### src/rtl/missile_pkg.sv
// Shared constants and helpers for the missile pool: screen size, default
// coordinate width, direction codes and packed-bus slot addressing.
package missile_pkg;

  localparam int SCREEN_H   = 1024;
  localparam int SCREEN_V   = 768;
  localparam int XW_DEFAULT = 11;

  localparam int DIR_UP   = 0;
  localparam int DIR_DOWN = 1;

  // LSB of slot idx inside a packed bus of w-bit fields
  function automatic int slot_lsb(input int idx, input int w);
    return idx * w;
  endfunction

endpackage

### src/rtl/missile_alloc.sv
// Lowest-index free slot finder for the missile pool (purely combinational).
module missile_alloc #(
  parameter int CHANNELS = 5,
  parameter int IW       = (CHANNELS > 1) ? $clog2(CHANNELS) : 1
) (
  input  logic [CHANNELS-1:0] active,
  output logic [IW-1:0]       grant,
  output logic                any_free
);

  // Scan from the top so the lowest free index is the last one written.
  always_comb begin
    grant    = '0;
    any_free = 1'b0;
    for (int i = CHANNELS - 1; i >= 0; i--) begin
      if (!active[i]) begin
        grant    = IW'(i);
        any_free = 1'b1;
      end
    end
  end

endmodule

### src/rtl/missile_pool.sv
// Pool of CHANNELS missile slots: allocate on fire, move once per frame, retire
// on bound or hit. Define MISSILE_POOL_AUTOFIRE_EN to re-fire while fire_req is held.
module missile_pool
  import missile_pkg::*;
#(
  parameter int CHANNELS = 5,
  parameter int XW       = XW_DEFAULT,
  parameter int SPEED    = 4,
  parameter int COOLDOWN = 16,
  parameter int DIR      = DIR_UP,
  parameter int Y_MIN    = 0,
  parameter int Y_MAX    = 768
) (
  input  logic                           pclk,
  input  logic                           rst,
  input  logic                           vsync_in,
  input  logic                           fire_req,
  input  logic [XW-1:0]                  fire_x,
  input  logic [XW-1:0]                  fire_y,
  output logic                           fire_ack,
  input  logic [CHANNELS-1:0]            hit_in,
  output logic [CHANNELS*XW-1:0]         x_out,
  output logic [CHANNELS*XW-1:0]         y_out,
  output logic [CHANNELS-1:0]            active_out,
  output logic [$clog2(CHANNELS+1)-1:0]  count_out
);

  localparam int IW  = (CHANNELS > 1) ? $clog2(CHANNELS) : 1;
  localparam int CW  = $clog2(CHANNELS + 1);
  localparam int CDW = (COOLDOWN > 0) ? $clog2(COOLDOWN + 1) : 1;

  localparam logic [XW:0] SPEED_W = (XW+1)'(SPEED);
  localparam logic [XW:0] YMIN_W  = (XW+1)'(Y_MIN);
  localparam logic [XW:0] YMAX_W  = (XW+1)'(Y_MAX);

  logic                   vsync_q;
  logic                   tick_q;
  logic                   fire_cond;
  logic                   accept;
  logic                   any_free;
  logic [IW-1:0]          grant;
  logic [CDW-1:0]         cooldown;
  logic [CHANNELS-1:0]    active_nxt;
  logic [CHANNELS*XW-1:0] x_nxt;
  logic [CHANNELS*XW-1:0] y_nxt;
  logic [CW-1:0]          count_nxt;
  logic [XW:0]            y_ext;
  logic [XW:0]            y_mv;

  missile_alloc #(
    .CHANNELS (CHANNELS),
    .IW       (IW)
  ) u_alloc (
    .active   (active_out),
    .grant    (grant),
    .any_free (any_free)
  );

`ifdef MISSILE_POOL_AUTOFIRE_EN
  assign fire_cond = fire_req;
`else
  logic fire_q;

  always_ff @(posedge pclk or negedge rst) begin
    if (!rst) fire_q <= 1'b0;
    else      fire_q <= fire_req;
  end

  assign fire_cond = fire_req & ~fire_q;
`endif

  assign accept = fire_cond & (cooldown == '0) & any_free;

  // Hit beats move; allocation sees only slots free before this cycle's updates.
  always_comb begin
    active_nxt = active_out;
    x_nxt      = x_out;
    y_nxt      = y_out;
    y_ext      = '0;
    y_mv       = '0;
    count_nxt  = '0;
    for (int i = 0; i < CHANNELS; i++) begin
      y_ext = {1'b0, y_out[slot_lsb(i, XW) +: XW]};
      if (hit_in[i]) begin
        active_nxt[i] = 1'b0;
      end else if (tick_q && active_out[i]) begin
        if (DIR == DIR_DOWN) begin
          y_mv = y_ext + SPEED_W;
          if (y_mv >= YMAX_W) active_nxt[i] = 1'b0;
          else                y_nxt[slot_lsb(i, XW) +: XW] = y_mv[XW-1:0];
        end else begin
          y_mv = y_ext - SPEED_W;
          if (y_ext < YMIN_W + SPEED_W) active_nxt[i] = 1'b0;
          else                          y_nxt[slot_lsb(i, XW) +: XW] = y_mv[XW-1:0];
        end
      end
    end
    if (accept) begin
      active_nxt[grant]                       = 1'b1;
      x_nxt[slot_lsb(int'(grant), XW) +: XW]  = fire_x;
      y_nxt[slot_lsb(int'(grant), XW) +: XW]  = fire_y;
    end
    for (int i = 0; i < CHANNELS; i++) begin
      count_nxt = count_nxt + CW'(active_nxt[i]);
    end
  end

  always_ff @(posedge pclk or negedge rst) begin
    if (!rst) begin
      vsync_q    <= 1'b0;
      tick_q     <= 1'b0;
      cooldown   <= '0;
      fire_ack   <= 1'b0;
      active_out <= '0;
      x_out      <= '0;
      y_out      <= '0;
      count_out  <= '0;
    end else begin
      vsync_q    <= vsync_in;
      tick_q     <= vsync_in & ~vsync_q;
      fire_ack   <= accept;
      active_out <= active_nxt;
      x_out      <= x_nxt;
      y_out      <= y_nxt;
      count_out  <= count_nxt;
      if (accept)                         cooldown <= CDW'(COOLDOWN);
      else if (tick_q && cooldown != '0)  cooldown <= cooldown - CDW'(1);
    end
  end

endmodule
### config.mk
export PLATFORM = sky130hd
export DESIGN_NAME = missile_pool
export DESIGN_NICKNAME = d
export VERILOG_FILES = /design/src/rtl/missile_pkg.sv /design/src/rtl/missile_alloc.sv /design/src/rtl/missile_pool.sv
export SDC_FILE = /design/constraint.sdc
export NUM_CORES = 1
export LEC_CHECK = 0
export ABC_AREA = 1
export BUFFER_PORTS_ARGS = -buffer_cell sky130_fd_sc_hd__buf_2
export CAP_MARGIN = 20
export CORE_MARGIN = 10
export CORE_UTILIZATION = 50
export CTS_CLUSTER_DIAMETER = 40
export DETAILED_ROUTE_END_ITERATION = 12
export PLACE_DENSITY = 0.75
export SLEW_MARGIN = 20
export SYNTH_ARGS = -nofsm -noshare
export SYNTH_HDL_FRONTEND = slang
export SYNTH_HIERARCHICAL = 1
export SYNTH_SLANG_ARGS = --single-unit
### constraint.sdc
create_clock -name pclk -period 7.55 [get_ports pclk]
set_clock_uncertainty 0.05 [all_clocks]
set_input_delay 0.755 -clock pclk [delete_from_list [all_inputs] [get_ports pclk]]
set_output_delay 0.755 -clock pclk [all_outputs]
set_load 0.02 [all_outputs]
==> flow_summary_export.csv, run 1 <==
group,metric,value,unit
sta,rsz0062_at_grt,"no",
worst_setup_path,critical_path.max_fanout,42,
logic_synthesis,syn_inst,763,
worst_setup_path,worstPathRequired,7820,ps
worst_setup_path,crit_chain,"inv_1 -> nand2_1 -> a21oi_2 -> buf_4 -> inv_2 -> ha_1 -> xor2_1 -> inv_2 -> nand4_2 -> or2_0 -> nand2_1 -> inv_1",
sta,clock.fmax,324,MHz
die,ioPinCount,150,
logic_synthesis,syn-num-nets,806,
placed_design,post-dp-hpwl,13400,um
worst_setup_path,crit_arrival,3350,ps
clock_network,clkTransAtPathRegs,60,ps
worst_setup_path,r2r.worst_path.cells,12,
worst_setup_path,startpoint_type,"flop",
clock_network,cts_buffer_depth,2,
layout,synthToLayoutAreaGrowth,21.5,%
global_route,grt_pass1_vias,5732,
worst_setup_path,cp.depth,12,
logic_synthesis,ys_types,42,
sta,setup_viol,0,
drt,post_drt_wl_per_cell,16.7,um
clock_network,ctsHoldBuffers,0,
drt,drtIter0Drc,450,
sta,tns,0,ps
sta,slew_violations,0,
layout,fillers,1148,
worst_setup_path,max_stage_delay,760,ps
die,core_area,0.0126,mm^2
job,drv_cap,0,
die,dieArea,0.0178,mm^2
drt,routed_wl,18200,um
global_route,grt_pass1_wl,29400,um
clock_network,root_buffer,"clkbuf_16",
power,p_clk_frac,0.407,
sta,fin_crit_sh,0.409,
global_route,grt_use_total,0.205,
worst_setup_path,end_kind,"flop",
logic_synthesis,syn_area_per_cell,8.43,um^2
layout,drive_gt1_frac,0.248,
clock_network,cts_htree_levels,4,
worst_setup_path,endpoint,"y_out[24]$_DFF_PN0_",
hold_path,min_path_cells,1,
global_route,grt_max_degree,67,
die,fp-row-count,41,
clock_network,cts_sinks,127,
sta,hold_viol,0,
clock_network,clock_latency,420,ps
global_route,antenna_found_initial,1,
power,power,1.94,mW
worst_setup_path,timing.rr.end,"y_out[24]$_DFF_PN0_",
power,pwr-share-seq,0.416,
die,initial_core_util,0.510,
placed_design,port_buffers,149,
worst_setup_path,crit-reg2reg-launch,"active_out[3]$_DFF_PN0_",
placed_design,dp_cells,1064,
drt,vias,5649,
clock_network,postCtsResizedCells,0,
logic_synthesis,syn_area,0.00643,mm^2
worst_setup_path,crit_type,"flop to flop",
power,ir_drop,0.151,mV
clock_network,postCtsSetupBuffers,0,
worst_setup_path,critical_path_buf_inv_count,5,
power,leakage,4.09,nW
layout,stdcell_count,1094,
sta,fin_crit,3090,ps
layout,regArea,0.00318,mm^2
clock_network,cts_buffers,17,
die,fp.dieH,133,um
layout,multiInputGateArea,0.00268,mm^2
worst_setup_path,r2r_slack,4460,ps
power,p_per_area,248,mW/mm^2
drt,vias_per_cell,5.16,
run_status,outcome,"completed",
logic_synthesis,synth_seq_area_share,0.494,
logic_synthesis,synth_warnings,6,
worst_setup_path,slowest_stage,"nand4_2",
worst_setup_path,cp-startpoint,"active_out[3]$_DFF_PN0_",
worst_setup_path,path_delay_family,"simple AND/OR/NAND/NOR gates",
layout,finish.utilization,0.619,
drt,postRouteAntennaNets,0,
power,combPwrFrac,0.177,
clock_network,cts_tree,"yes",
sta,relSlewSlack,0.364,
layout,finalInstanceArea,0.00782,mm^2
placed_design,placed_area,0.00725,mm^2
drt,drc,0,
power,power.internal,1.37,mW
placed_design,place_congestion,0.896,
logic_synthesis,ys_seq_elements,127,
drt,drt_first_pass_iters,5,
power,p_sw_frac,0.296,
hold_path,hold_class,"flop to flop",
power,p_switching,0.575,mW
sta,tightestPinTransition,951,ps
layout,nNetsFinal,954,
die,die_w,133,um
global_route,overflow,0,
==> cells in the mapped netlist, drive strengths merged <==
library cell,count,area (um^2)
a31oi,3,18.8
a32oi,1,8.76
nand3,50,298
fa,2,40.0
o21ai,98,528
or2,3,18.8
nor3,7,40.0
dfrtp,127,3180
inv,111,417
ha,10,125
clkbuf,6,22.5
nand4,19,155
o211ai,3,22.5
a22oi,1,7.51
mux2,1,11.3
nand2,189,722
o22ai,16,150
nand3b,2,18.8
nor2,70,302
a21oi,11,58.8
buf,16,144
xor2,17,149
==> flip-flops by register name (all words and copies together) (netlist names) <==
| register | count |
|---|---|
| y_out | 55 |
| cooldown | 5 |
| x_out | 55 |
| active_out | 5 |
| vsync_q | 1 |
| count_out | 3 |
| tick_q | 1 |
| fire_ack | 1 |
| fire_q | 1 |
==> metal layers <==
metal	vias up	GRT usage	wire (um)
met3	25	0.0508	1190
met1	2677	0.253	7880
met5	-	0	0
li1	2765	-	-
met2	182	0.334	8750
met4	0	0.0846	421
==> layout make-up <==
| class | instances | share of cell area |
|---|---|---|
| clock buffer | 23 | 0.0611 |
| tap | 172 | 0.0275 |
| timing repair buffer | 151 | 0.0976 |
| clock inverter | 6 | 0.0109 |
| multi-input combinational | 503 | 0.343 |
| antenna | 1 | 0.000320 |
| inverter | 111 | 0.0533 |
| sequential | 127 | 0.407 |
==> how the worst min path moves through the flow <==
stage,from,to
5_1_grt,vsync_q$_DFF_PN0_,tick_q$_DFF_PN0_
3_5_place_dp,vsync_q$_DFF_PN0_,tick_q$_DFF_PN0_
4_1_cts,vsync_q$_DFF_PN0_,tick_q$_DFF_PN0_
2_1_floorplan,vsync_q$_DFF_PN0_,tick_q$_DFF_PN0_
3_3_place_gp,vsync_q$_DFF_PN0_,tick_q$_DFF_PN0_
6_report,vsync_q$_DFF_PN0_,tick_q$_DFF_PN0_
==> power groups by stage <==
stage          clock network [mW]  logic, mW  registers (mW)
3_3_place_gp                    0      0.341           0.814
5_1_grt                     0.834      0.388           0.816
2_1_floorplan                   0      0.156           0.876
6_report                    0.789      0.344           0.808
4_1_cts                     0.800      0.348           0.806
3_5_place_dp                    0      0.349           0.814
==> worst register-to-register path: stages, from the launching register on <==
cell	delay (ps)
dfrtp_1	400
inv_1	70
nand2_1	70
a21oi_2	130
buf_4	300
inv_2	80
ha_1	230
xor2_1	160
inv_2	140
nand4_2	760
or2_0	480
nand2_1	80
inv_1	40
==> cells in the final DEF (no fill, tap or decap), types with 3 or more instances in the layout <==
cell type / instances
nor3_1: 6
buf_2: 148
inv_2: 9
o22ai_2: 8
o21ai_2: 10
nor2_1: 64
a31oi_1: 3
buf_4: 3
a21oi_1: 9
inv_1: 102
ha_1: 10
clkbuf_16: 17
o21ai_0: 68
clkbuf_8: 3
nor2_2: 3
clkbuf_1: 3
dfrtp_1: 127
o21ai_1: 20
nand2_1: 186
nand3_4: 3
xor2_1: 17
nand4_1: 16
o22ai_1: 8
nand3_1: 45
o211ai_1: 3
==> through the flow <==
step                      hold WS (ps)  worst slack [ps]
final                              345              4460
after floorplan                    326              4640
after global placement             329              4410
after CTS                          349              4440
after detailed placement           339              4380
after global routing               374              4100
==> kinds of logic after synthesis <==
logic type | count (synthesis) | share of synthesized area
compound gates | 133 | 0.123
xor+xnor | 17 | 0.0231
fa+ha+maj | 12 | 0.0257
buf+inv | 133 | 0.0906
flops | 127 | 0.494
mux | 1 | 0.00175
simple gates | 340 | 0.241
Note: power is estimated with default switching activity, not from simulation.
==> inputs of run 2 (changes only) <==
Settings changed: ABC_AREA 1 to 0.
Clock period 7.55 ns to 3.2 ns, I/O delays scaled along.
==> run 2 against run 1 <==
Compared with the run above: synthesized area down 3.8%; non-clock buffer count up 19; worst hold slack worse by 220 ps; cell area down 1.1%; global-route usage down 0.14 points; clock-buffer cell count down 3; first-iteration DRC count down 0.22%; sequential power up 150%; setup slack worse by 4200 ps; routed wire length down 3.8%; critical path type unchanged; critical endpoint is now count_out[1]$_DFF_PN0_.
==> flow_summary_export.csv, run 2 <==
group,metric,value,unit
layout,nNetsFinal,754,
clock_network,root_buffer,"clkbuf_16",
worst_setup_path,critical_path.max_fanout,5,
logic_synthesis,ys_async_sr_fraction,1.00,
job,drv_cap,0,
logic_synthesis,synth_top_area_cell,"dfrtp_1",
worst_setup_path,crit_type,"flop to flop",
logic_synthesis,syn_area_per_cell,11.4,um^2
drt,routed_wl,17500,um
global_route,grt_pass1_vias,5393,
global_route,overflow,0,
drt,drt_first_pass_iters,5,
clock_network,cts_buffer_depth,2,
layout,layout_commonest_cell,"buf_2",
worst_setup_path,crit-reg2reg-launch,"cooldown[0]$_DFFE_PN0P_",
drt,vias_per_cell,5.71,
layout,regArea,0.00318,mm^2
logic_synthesis,syn_inst,543,
logic_synthesis,synth_warnings,6,
power,ir_drop,0.595,mV
drt,postRouteAntennaNets,0,
sta,fin_crit_sh,0.903,
layout,layout_common_cells,"buf_2 (148), dfrtp_1 (127), mux2_2 (47), nor2_1 (36), nand2_1 (27)",
drt,drtIter0Drc,449,
worst_setup_path,timing.rr.end,"count_out[1]$_DFF_PN0_",
logic_synthesis,ys_seq_elements,127,
layout,drive_gt1_frac,0.364,
layout,multiInputGateArea,0.00279,mm^2
sta,tightestPinTransition,600,ps
clock_network,clkTransAtPathRegs,50,ps
sta,rsz0062_at_grt,"no",
worst_setup_path,endpoint,"count_out[1]$_DFF_PN0_",
power,p_per_area,591,mW/mm^2
logic_synthesis,ys_types,64,
die,ioPinCount,150,
power,leakage,4.05,nW
clock_network,clock_latency,420,ps
logic_synthesis,synth_seq_area_share,0.514,
logic_synthesis,syn_area,0.00619,mm^2
worst_setup_path,r2r_slack,310,ps
worst_setup_path,crit_arrival,3140,ps
logic_synthesis,syn-num-nets,586,
drt,drc,0,
sta,tns,0,ps
logic_synthesis,yosysTopAreaCellShare,0.514,
layout,finalInstanceArea,0.00773,mm^2
worst_setup_path,worstPathRequired,3450,ps
run_status,outcome,"completed",
worst_setup_path,startpoint_type,"flop",
layout,fillers,958,
die,dieArea,0.0172,mm^2
global_route,grt_use_total,0.203,
logic_synthesis,synth_ff_type,"dfrtp_1",
die,die_w,131,um
drt,post_drt_wl_per_cell,19.7,um
logic_synthesis,yosysMostFrequentCell,"dfrtp_1",
placed_design,post-dp-hpwl,13000,um
sta,setup_viol,0,
hold_path,hold_class,"primary input to flop",
die,core_area,0.0121,mm^2
clock_network,cts_tree,"yes",
sta,clock.fmax,346,MHz
global_route,antenna_found_initial,1,
clock_network,cts_buffers,17,
sta,relSlewSlack,0.599,
sta,slew_violations,0,
worst_setup_path,max_stage_delay,550,ps
placed_design,place_congestion,0.902,
clock_network,cts_sinks,127,
die,initial_core_util,0.513,
worst_setup_path,cp-startpoint,"cooldown[0]$_DFFE_PN0P_",
drt,vias,5097,
die,fp.dieH,131,um
logic_synthesis,synth_area_leaders,"dfrtp_1 (51%), mux2_2 (8.6%), a22o_1 (3.7%), mux2_1 (2.5%), o2bb2ai_1 (2.5%)",
layout,reg.largest.list,"x_out x55, y_out x55",
sta,hold_viol,0,
clock_network,cts_htree_levels,4,
logic_synthesis,synth-edff-count,0,
worst_setup_path,r2r.worst_path.cells,10,
global_route,grt_max_degree,103,
placed_design,port_buffers,149,
die,fp-row-count,40,
worst_setup_path,end_kind,"flop",
layout,synthToLayoutAreaGrowth,24.9,%
worst_setup_path,slowest_stage,"fa_1",
logic_synthesis,yosys-top-cells-count,"dfrtp_1 (127), mux2_2 (47), nor2_1 (36)",
global_route,grt_pass1_wl,28600,um
worst_setup_path,crit_chain,"inv_1 -> ha_1 -> nor4b_4 -> nand2_1 -> nor2_1 -> a21oi_1 -> fa_1 -> inv_1 -> fa_1 -> ha_1",
sta,fin_crit,2890,ps
placed_design,placed_area,0.00716,mm^2
## run 2: cell count changes after synthesis, sizes merged, moves of 12 or more
cell / previous run / this run
nor4: 0 / 12
a22o: 0 / 26
nor2: 70 / 36
o21ai: 98 / 14
or3: 0 / 12
nor3: 7 / 21
o2bb2ai: 0 / 18
nand3: 50 / 10
o22ai: 16 / 0
mux2: 1 / 61
inv: 111 / 26
nand2: 189 / 27
nand4: 19 / 7
xor2: 17 / 3
## run 2: worst min-delay path by stage
stage,startpoint,endpoint,slack (ps),cells after the start
after floorplan,rst,active_out[0]$_DFF_PN0_,-30,0
after global placement,rst,y_out[43]$_DFF_PN0_,200,1
after detailed placement,rst,y_out[41]$_DFF_PN0_,210,1
after CTS,fire_x[8],x_out[19]$_DFFE_PN0P_,100,2
after global routing,fire_x[8],x_out[30]$_DFFE_PN0P_,130,2
final,fire_x[8],x_out[19]$_DFFE_PN0P_,120,2
## run 2: area by class of cell
| type | instances | share of cell area |
|---|---|---|
| inverter | 26 | 0.0126 |
| timing repair buffer | 170 | 0.120 |
| multi-input combinational | 369 | 0.361 |
| tap | 168 | 0.0272 |
| clock inverter | 11 | 0.00874 |
| sequential | 127 | 0.411 |
| clock buffer | 20 | 0.0591 |
| antenna | 1 | 0.000324 |
## run 2: cells by family after synthesis
kind of cell	after synthesis	share of synthesized area
buffers and inverters	47	0.0354
flip-flops	127	0.514
AO/OA/AOI/OAI	109	0.133
adder cells (fa/ha/maj)	12	0.0267
AND/OR/NAND/NOR	170	0.155
XOR/XNOR	9	0.0127
multiplexers	69	0.124
## run 2: critical path, delay by kind of cell (launching register included)
family | cells | cell delay [ps]
flops | 1 | 400
fa+ha+maj | 4 | 1460
simple gates | 3 | 620
compound gates | 1 | 110
buf+inv | 2 | 130
## run 2: report_power, final
group          internal, mW  switching, mW
combinational         0.347          0.533
clock                  1.02          0.696
sequential             1.79          0.192
total                  3.15           1.42
## run 2: what timing repair did
item,CTS,global route
endpoints found under the hold margin,27,0
hold buffers,3,0
setup endpoints to repair,0,1
gates resized for setup,0,0
setup buffers,0,2
## run 2: metrics by stage
step	power (mW)	utilization	hold WS (ps)	instances	setup WS, ps
global placement	2.83	0.593	202	855	350
detailed placement	2.87	0.593	207	855	262
finish	4.57	0.641	122	892	311
global route	4.78	0.641	127	892	75.7
floorplan	2.49	-	-25.6	543	309
CTS	4.60	0.639	104	889	239
## run 2: per-layer routing
metal | routed length, um | global-route usage
met5 | 0 | 0
met4 | 476 | 0.0810
met3 | 1780 | 0.0857
met2 | 8030 | 0.320
met1 | 7250 | 0.241
==> inputs of run 3 (changes only) <==
Settings changed: CORE_ASPECT_RATIO set to 0.9.
==> run 3 against run 2 <==
Compared with the run above: clock-buffer cell count unchanged; highest routed layer unchanged; largest power group unchanged; routed wire length increased by 2.4%; via count increased by 0.75%; final cell count decreased by 0.56%; utilization increased by 0.31 points.
==> flow_summary_export.csv, run 3 (same netlist as run 2, synthesis figures left out) <==
group,metric,value,unit
run_status,outcome,"completed",
worst_setup_path,r2r.worst_path.cells,10,
global_route,overflow,0,
global_route,grt_max_degree,43,
job,drv_cap,0,
placed_design,post-dp-hpwl,13200,um
hold_path,holdPathEnd,"x_out[13]$_DFFE_PN0P_",
global_route,antenna_found_initial,1,
drt,vias,5135,
hold_path,hold_class,"primary input to flop",
global_route,grt_util_met2,0.321,
global_route,grt_busiest_layer,"met2",
drt,post_drt_wl_per_cell,20.3,um
worst_setup_path,crit_chain,"inv_1 -> ha_1 -> nor4b_4 -> nand2_1 -> nor2_1 -> a21oi_1 -> fa_1 -> inv_1 -> fa_1 -> ha_1",
die,initial_core_util,0.512,
global_route,met1_usage,0.258,
sta,rsz0062_at_grt,"no",
hold_path,min_path_cells,2,
worst_setup_path,path_delay_family,"adder cells",
drt,drt_first_pass_iters,7,
worst_setup_path,worstPathRequired,3460,ps
global_route,grt_use_total,0.211,
worst_setup_path,critical_path_buf_inv_count,2,
placed_design,dp_cells,849,
clock_network,clock_latency,430,ps
die,fp-row-count,38,
sta,relSlewSlack,0.640,
power,ir_drop,0.574,mV
clock_network,postCtsResizedCells,0,
hold_path,hold_start,"fire_x[2]",
sta,fin_crit,2970,ps
drt,vias_per_cell,5.79,
sta,setup_viol,0,
layout,drive_gt1_frac,0.368,
worst_setup_path,timing.rr.end,"count_out[1]$_DFF_PN0_",
layout,synthToLayoutAreaGrowth,25.7,%
clock_network,cts_sinks,127,
die,die_w,137,um
drt,postRouteAntennaNets,0,
sta,fin_crit_sh,0.928,
worst_setup_path,critical_path.max_fanout,5,
clock_network,root_buffer,"clkbuf_16",
die,fp.dieH,126,um
sta,clock.fmax,337,MHz
sta,tns,0,ps
layout,nNetsFinal,756,
layout,fillers,944,
worst_setup_path,end_kind,"flop",
worst_setup_path,slowest_stage,"fa_1",
die,core_area,0.0121,mm^2
sta,tightestPinTransition,540,ps
worst_setup_path,crit-reg2reg-launch,"cooldown[0]$_DFFE_PN0P_",
worst_setup_path,max_stage_delay,560,ps
die,ioPinCount,150,
drt,drtIter0Drc,287,
drt,routed_wl,18000,um
layout,stdcell_count,887,
power,p_per_area,604,mW/mm^2
clock_network,cts_tree,"yes",
placed_design,place_congestion,0.883,
clock_network,cts_buffers,17,
global_route,grt_util_met3,0.0977,
clock_network,cts_htree_levels,4,
drt,drc,0,
worst_setup_path,crit_type,"flop to flop",
layout,layout_common_cells,"buf_2 (148), dfrtp_1 (127), mux2_2 (47), nor2_1 (36), nand2_1 (27)",
clock_network,clkTransAtPathRegs,60,ps
layout,layout_commonest_cell,"buf_2",
sta,slew_violations,0,
sta,hold_viol,0,
global_route,grt_pass1_wl,28600,um
layout,reg.largest.list,"x_out x55, y_out x55",
die,dieArea,0.0172,mm^2
global_route,grt_pass1_vias,5378,
worst_setup_path,crit_arrival,3230,ps
power,leakage,4.08,nW
worst_setup_path,r2r_slack,230,ps
clock_network,cts_buffer_depth,2,
placed_design,port_buffers,149,
worst_setup_path,startpoint_type,"flop",
run 3: cell type report:
class | instances | area [um^2] | area share
timing repair buffer | 172 | 928 | 0.119
multi-input combinational | 369 | 2790 | 0.359
clock inverter | 12 | 113 | 0.0145
sequential | 127 | 3180 | 0.409
clock buffer | 20 | 467 | 0.0600
antenna | 1 | 2.50 | 0.000322
inverter | 26 | 97.6 | 0.0125
tap | 160 | 200 | 0.0257
run 3: worst max path at each step:
| stage | startpoint | endpoint | slack [ps] | cells past startpoint |
|---|---|---|---|---|
| 6_report | cooldown[0]$_DFFE_PN0P_ | count_out[1]$_DFF_PN0_ | 230 | 10 |
| 3_3_place_gp | cooldown[0]$_DFFE_PN0P_ | count_out[1]$_DFF_PN0_ | 340 | 10 |
| 5_1_grt | cooldown[0]$_DFFE_PN0P_ | count_out[1]$_DFF_PN0_ | 30 | 10 |
| 2_1_floorplan | active_out[3]$_DFF_PN0_ | x_out[24]$_DFFE_PN0P_ | 310 | 11 |
| 4_1_cts | cooldown[0]$_DFFE_PN0P_ | count_out[1]$_DFF_PN0_ | 150 | 10 |
| 3_5_place_dp | cooldown[0]$_DFFE_PN0P_ | count_out[1]$_DFF_PN0_ | 160 | 10 |
run 3: stage by stage:
step,utilization,instance area [um^2],power (mW),hold WS [ps],setup WS (ps)
6_report,0.644,7780,4.70,130,229
5_1_grt,0.644,7780,4.92,124,33.2
4_1_cts,0.643,7760,4.72,111,154
3_5_place_dp,0.592,7150,2.86,281,157
3_3_place_gp,0.592,7150,2.82,277,337
2_1_floorplan,-,6190,2.49,-25.6,309
run 3: what timing repair did:
action	CTS	global route
endpoints found under the hold margin	38	0
hold buffers	3	0
setup endpoints to repair	0	1
buffers inserted	0	2
run 3: routing by layer:
metal  up-vias  wire, um
li1       2355         -
met1      2546      7500
met2       207      8170
met3        27      1970
met4         0       328
met5         -         0
run 3: report_power, final:
| group | switching (mW) | internal (mW) | total (mW) |
|---|---|---|---|
| combinational | 0.527 | 0.346 | 0.873 |
| sequential | 0.187 | 1.79 | 1.97 |
| clock | 0.720 | 1.13 | 1.85 |
| total | 1.43 | 3.26 | 4.70 |
